$ cat config.mk
export PLATFORM = sky130hd
export DESIGN_NAME = dmem_arbiter
export DESIGN_NICKNAME = d
export VERILOG_FILES = /design/src/rtl/dmem_arb_pkg.sv /design/src/rtl/rr_arb2.sv /design/src/rtl/dmem_arbiter.sv
export SDC_FILE = /design/constraint.sdc
export NUM_CORES = 1
export LEC_CHECK = 0
export ABC_AREA = 1
export BUFFER_PORTS_ARGS = -buffer_cell sky130_fd_sc_hd__buf_2
export CAP_MARGIN = 0
export CORE_MARGIN = 8
export CORE_UTILIZATION = 40
export DETAILED_ROUTE_END_ITERATION = 8
export GPL_TIMING_DRIVEN = 0
export HOLD_SLACK_MARGIN = 0.05
export PLACE_DENSITY = 0.77
export SETUP_SLACK_MARGIN = 0.15
export SLEW_MARGIN = 20
export SYNTH_ARGS = -nofsm -noshare
export SYNTH_HDL_FRONTEND = slang
export SYNTH_SLANG_ARGS = --single-unit
$ cat constraint.sdc
create_clock -name clk -period 1.2 [get_ports clk]
set_clock_uncertainty 0.05 [all_clocks]
set_input_delay 0.18 -clock clk [delete_from_list [all_inputs] [get_ports clk]]
set_output_delay 0.18 -clock clk [all_outputs]
set_load 0.05 [all_outputs]
$ cat src/rtl/dmem_arb_pkg.sv
// dmem_arb_pkg: shared state encoding, access-size codes and latched-request type for dmem_arbiter
package dmem_arb_pkg;
  typedef enum logic [1:0] {IDLE, ISSUE, RDWAIT} arb_state_e;
  localparam logic [1:0] SIZE_B = 2'b00;
  localparam logic [1:0] SIZE_H = 2'b01;
  localparam logic [1:0] SIZE_W = 2'b10;
  typedef struct packed {
    logic owner;
    logic we;
  } arb_req_t;
endpackage

$ cat src/rtl/rr_arb2.sv
// rr_arb2: combinational 2-way round-robin pick; ports req[1:0], last (previous winner) -> win (winner id)
module rr_arb2 (
  input  logic [1:0] req,
  input  logic       last,
  output logic       win
);
  assign win = &req ? ~last : req[1];
endmodule

$ cat src/rtl/dmem_arbiter.sv
// dmem_arbiter: round-robin sharing of one sync data RAM by m0/m1 (req/we/addr/wdata/size in; gnt/rvalid/rdata out) via ram_* bus; DMEM_ARB_STATS_EN adds saturating mN_grant_cnt outputs
module dmem_arbiter
  import dmem_arb_pkg::*;
#(
  parameter int ADDR_W = 32,
  parameter int DATA_W = 32
`ifdef DMEM_ARB_STATS_EN
  ,
  parameter int CNT_W = 16
`endif
) (
  input  logic              clk,
  input  logic              rst,
  input  logic              m0_req,
  input  logic              m0_we,
  input  logic [ADDR_W-1:0] m0_addr,
  input  logic [DATA_W-1:0] m0_wdata,
  input  logic [1:0]        m0_size,
  output logic              m0_gnt,
  output logic              m0_rvalid,
  output logic [DATA_W-1:0] m0_rdata,
  input  logic              m1_req,
  input  logic              m1_we,
  input  logic [ADDR_W-1:0] m1_addr,
  input  logic [DATA_W-1:0] m1_wdata,
  input  logic [1:0]        m1_size,
  output logic              m1_gnt,
  output logic              m1_rvalid,
  output logic [DATA_W-1:0] m1_rdata,
  output logic              ram_we,
  output logic [ADDR_W-1:0] ram_addr,
  output logic [DATA_W-1:0] ram_wdata,
  output logic [1:0]        ram_store_size,
  output logic [1:0]        ram_load_size,
  input  logic [DATA_W-1:0] ram_rdata
`ifdef DMEM_ARB_STATS_EN
  ,
  output logic [CNT_W-1:0]  m0_grant_cnt,
  output logic [CNT_W-1:0]  m1_grant_cnt
`endif
);
  arb_state_e state;
  arb_req_t lat;
  logic last, win, s_we;
  logic [1:0] s_size;
  logic [ADDR_W-1:0] s_addr;
  logic [DATA_W-1:0] s_wdata, rdata0_q, rdata1_q;
  rr_arb2 u_pick (.req({m1_req, m0_req}), .last(last), .win(win));
  always_comb begin
    s_we    = win ? m1_we    : m0_we;
    s_size  = win ? m1_size  : m0_size;
    s_addr  = win ? m1_addr  : m0_addr;
    s_wdata = win ? m1_wdata : m0_wdata;
  end
  // RAM data arrives during RDWAIT; the owner sees it live that cycle and the copy holds afterwards
  assign m0_rdata = (state == RDWAIT && !lat.owner) ? ram_rdata : rdata0_q;
  assign m1_rdata = (state == RDWAIT &&  lat.owner) ? ram_rdata : rdata1_q;
  always_ff @(posedge clk) begin
    if (rst) begin
      state          <= IDLE;
      lat            <= '0;
      last           <= 1'b1;
      m0_gnt         <= 1'b0;
      m1_gnt         <= 1'b0;
      m0_rvalid      <= 1'b0;
      m1_rvalid      <= 1'b0;
      ram_we         <= 1'b0;
      ram_addr       <= '0;
      ram_wdata      <= '0;
      ram_store_size <= SIZE_B;
      ram_load_size  <= SIZE_B;
      rdata0_q       <= '0;
      rdata1_q       <= '0;
    end else begin
      m0_gnt    <= 1'b0;
      m1_gnt    <= 1'b0;
      m0_rvalid <= 1'b0;
      m1_rvalid <= 1'b0;
      ram_we    <= 1'b0;
      case (state)
        IDLE: if (m0_req || m1_req) begin
          lat            <= '{owner: win, we: s_we};
          last           <= win;
          m0_gnt         <= !win;
          m1_gnt         <= win;
          ram_we         <= s_we;
          ram_addr       <= s_addr;
          ram_wdata      <= s_wdata;
          ram_store_size <= s_we ? s_size : SIZE_B;
          ram_load_size  <= s_we ? SIZE_B : s_size;
          state          <= ISSUE;
        end
        ISSUE: begin
          m0_rvalid <= !lat.we && !lat.owner;
          m1_rvalid <= !lat.we &&  lat.owner;
          state     <= lat.we ? IDLE : RDWAIT;
        end
        RDWAIT: begin
          if (lat.owner) rdata1_q <= ram_rdata;
          else rdata0_q <= ram_rdata;
          state <= IDLE;
        end
        default: state <= IDLE;
      endcase
    end
  end
`ifdef DMEM_ARB_STATS_EN
  always_ff @(posedge clk) begin
    if (rst) begin
      m0_grant_cnt <= '0;
      m1_grant_cnt <= '0;
    end else begin
      if (m0_gnt && !(&m0_grant_cnt)) m0_grant_cnt <= m0_grant_cnt + 1'b1;
      if (m1_gnt && !(&m1_grant_cnt)) m1_grant_cnt <= m1_grant_cnt + 1'b1;
    end
  end
`endif
endmodule
==> flow_summary.json <==
{
  "drcViolationCount": 0,
  "initial_core_util_pct": 40.5,
  "postSynthAreaPerCell_um2": 7.78,
  "drt_iter0_drc": 646,
  "status": "finished with violations",
  "critPathLaunch": "state[1]$_SDFFE_PP0P_",
  "cts_buffers": 17,
  "path_clk_slew_ns": 0.06,
  "failed_checks": "negative setup slack",
  "relSlewSlack_pct": 43.6,
  "fin_nets": 1634,
  "ant_nets": 0,
  "switching_power_mw": 7.09,
  "crit_type": "reg2out",
  "layout_common_cells": "171 x buf_2, 127 x dlygate4sd3_1, 107 x inv_1",
  "ir_drop_mv": 1.15,
  "async_flop_share_pct": 0,
  "r2r-end": "rdata0_q[11]$_SDFFE_PP0P_",
  "mostFrequentLayoutCell": "buf_2",
  "antenna_found_initial": 4,
  "die_height_um": 150,
  "synth_area_um2": 7230,
  "maxCapViolCount": 0,
  "cp-end-kind": "primary output",
  "io_buffers": 305,
  "drive_gt1_share_pct": 65.5,
  "pin_count": 307,
  "wl_per_cell_um": 24.2,
  "grtUsageTotal_pct": 26.7,
  "fin_crit_ns": 2.00,
  "hold_viol_final": 0,
  "seq_power_share_pct": 29.1,
  "reg2reg_from": "state[0]$_SDFFE_PP0P_",
  "r2r_cells": 12,
  "clock_sinks": 142,
  "synth_seq_area_share_pct": 39.3,
  "hp-class": "in2reg",
  "dp_hpwl_mm": 18.7,
  "power.share.clock_pct": 30.4,
  "grt_pass1_vias": 9041,
  "synth_ff_type": "dfxtp_1",
  "setup_viol": 200,
  "grt_overflow": 0,
  "power_mw": 19.0,
  "vias": 9463,
  "die_x_um": 150,
  "synth_edf_count": 0,
  "coreArea_um2": 17800,
  "wl_mm": 41.4,
  "switching_share_pct": 37.3,
  "timing.fmax_mhz": 499,
  "finalWorstSetupSlack_ns": -0.803,
  "synthToLayoutAreaGrowth_pct": 111,
  "crit_path_end": "m0_rdata[8]",
  "cts_htree_levels": 4,
  "via_per_inst": 5.53,
  "powerDensity_nw_per_um2": 1250,
  "cts_max_path_buffers": 2,
  "fp-row-count": 49,
  "ys_types": 29,
  "die-area_um2": 22600,
  "cts_root_buf": "clkbuf_16",
  "gp_routability_congestion": 0.848,
  "postLayoutCoreUtil_pct": 85.4,
  "cts_tree": "yes",
  "combPwrFrac_pct": 40.5,
  "final_max_slew_viol_count": 0,
  "clock_latency_ns": 0.41,
  "yosys_warnings": 0,
  "p_int_mw": 11.9,
  "firstDrtPassIters": 5,
  "cp.required_ns": 0.97,
  "grt_max_degree": 17,
  "fin_crit_sh_pct": 167,
  "cp_max_fo": 10,
  "synth_nets": 1099,
  "synth_cells": 929,
  "grt_pass1_wl_mm": 47.9,
  "cp-start-kind": "register",
  "tightest_slew_ns": 0.845,
  "rrSetupSlack_ns": -0.72,
  "arrival_ns": 1.77,
  "p_leak_nw": 6.59,
  "grt_setup_unrepaired": "true",
  "synth-seq-cells": 142
}
critical path, stage by stage (launching register included):
cell and delay [ns]:
dfxtp_2 0.35, inv_4 0.05, nor2_4 0.18, nand2_4 0.12, buf_6 0.16, nand2_1 0.09, inv_1 0.09, a21oi_4 0.13
buf_6 0.17
metal layers:
layer	GRT usage [%]	routed length, µm	share of wire, %
met2	46.6	20400	49
met4	13.1	2610	6.3
met5	0	13	0.031
met1	29.0	14200	34
met3	8.12	4150	10
registers in the layout (all words and copies together) (netlist names):
register / cells
ram_addr: 32
ram_we: 1
rdata0_q: 32
m0_rvalid: 1
rdata1_q: 32
ram_load_size: 2
ram_wdata: 32
m1_rvalid: 1
last: 1
lat: 2
m0_gnt: 1
state: 2
ram_store_size: 2
m1_gnt: 1
how the worst min path moves through the flow:
stage	start	end	slack [ns]	cells past startpoint
6_report	m0_size[1]	ram_store_size[1]$_SDFFE_PP0P_	0.08	5
5_1_grt	m0_size[1]	ram_store_size[1]$_SDFFE_PP0P_	0.08	5
4_1_cts	m0_size[1]	ram_store_size[1]$_SDFFE_PP0P_	0.05	5
2_1_floorplan	m0_addr[0]	ram_addr[0]$_SDFFE_PP0P_	0.25	2
3_5_place_dp	m0_addr[29]	ram_addr[29]$_SDFFE_PP0P_	0.35	3
3_3_place_gp	m0_addr[10]	ram_addr[10]$_SDFFE_PP0P_	0.35	3
stage by stage:
stage          TNS (ns)  worst slack (ns)  area (µm²)  instances  hold WS, ns
3_3_place_gp     -65.31            -0.586        9860       1463        0.347
4_1_cts          -89.27            -0.741       13100       1670       0.0510
2_1_floorplan    -21.54            -0.235        8040        929        0.251
3_5_place_dp     -67.27            -0.590        9860       1463        0.355
5_1_grt         -116.70            -0.871       15200       1709       0.0790
6_report        -107.41            -0.803       15200       1710       0.0776
synth_stat cells (2+ instances only):
cell type	count	area, µm²
inv_2	6	22.5
nor2_2	61	382
o21ai_0	56	280
buf_4	10	75.1
a21oi_1	72	360
nor2_1	7	26.3
buf_1	2	7.51
dfxtp_1	142	2840
inv_1	162	608
nand2_1	148	556
nand3_1	9	45.0
clkbuf_1	16	60.1
a211oi_1	34	255
a211oi_2	30	375
nand2_2	62	388
buf_12	7	140
buf_2	23	115
o21ai_1	9	45.0
a21oi_2	60	526
nor3_1	4	20.0
cell type report:
cell class,instances,area (µm²)
Sequential cell,142,2970
Clock buffer,19,443
Antenna cell,4,10.0
Clock inverter,13,188
Inverter,169,677
Fill cell,743,2600
Buffer,61,719
Tap cell,229,287
Multi-Input combinational cell,557,4860
Timing Repair Buffer,516,5090
power groups by stage:
| stage | clock network [mW] | registers [mW] | logic (mW) |
|---|---|---|---|
| finish | 5.79 | 5.53 | 7.71 |
| global route | 6.00 | 5.55 | 7.92 |
| CTS | 5.75 | 5.27 | 5.87 |
| detailed placement | 0 | 5.36 | 4.73 |
| global placement | 0 | 5.36 | 4.68 |
| floorplan | 0 | 6.33 | 2.58 |
cells by family after synthesis:
kind of cell / count (synthesis) / share of synthesized area (%)
AO/OA/AOI/OAI: 264 / 25.9
buffers and inverters: 230 / 14.8
flip-flops: 142 / 39.3
AND/OR/NAND/NOR: 293 / 20.0
timing repair:
item | 4_1_cts | 5_1_grt
pin swaps | 21 | 88
endpoints found under the setup margin | 275 | 276
endpoints found under the hold margin | 65 | 0
hold buffers | 127 | 0
gates cloned | 10 | 7
setup buffers | 38 | 29
gates resized for setup | 262 | 606
(Power assumes the default switching activity.)
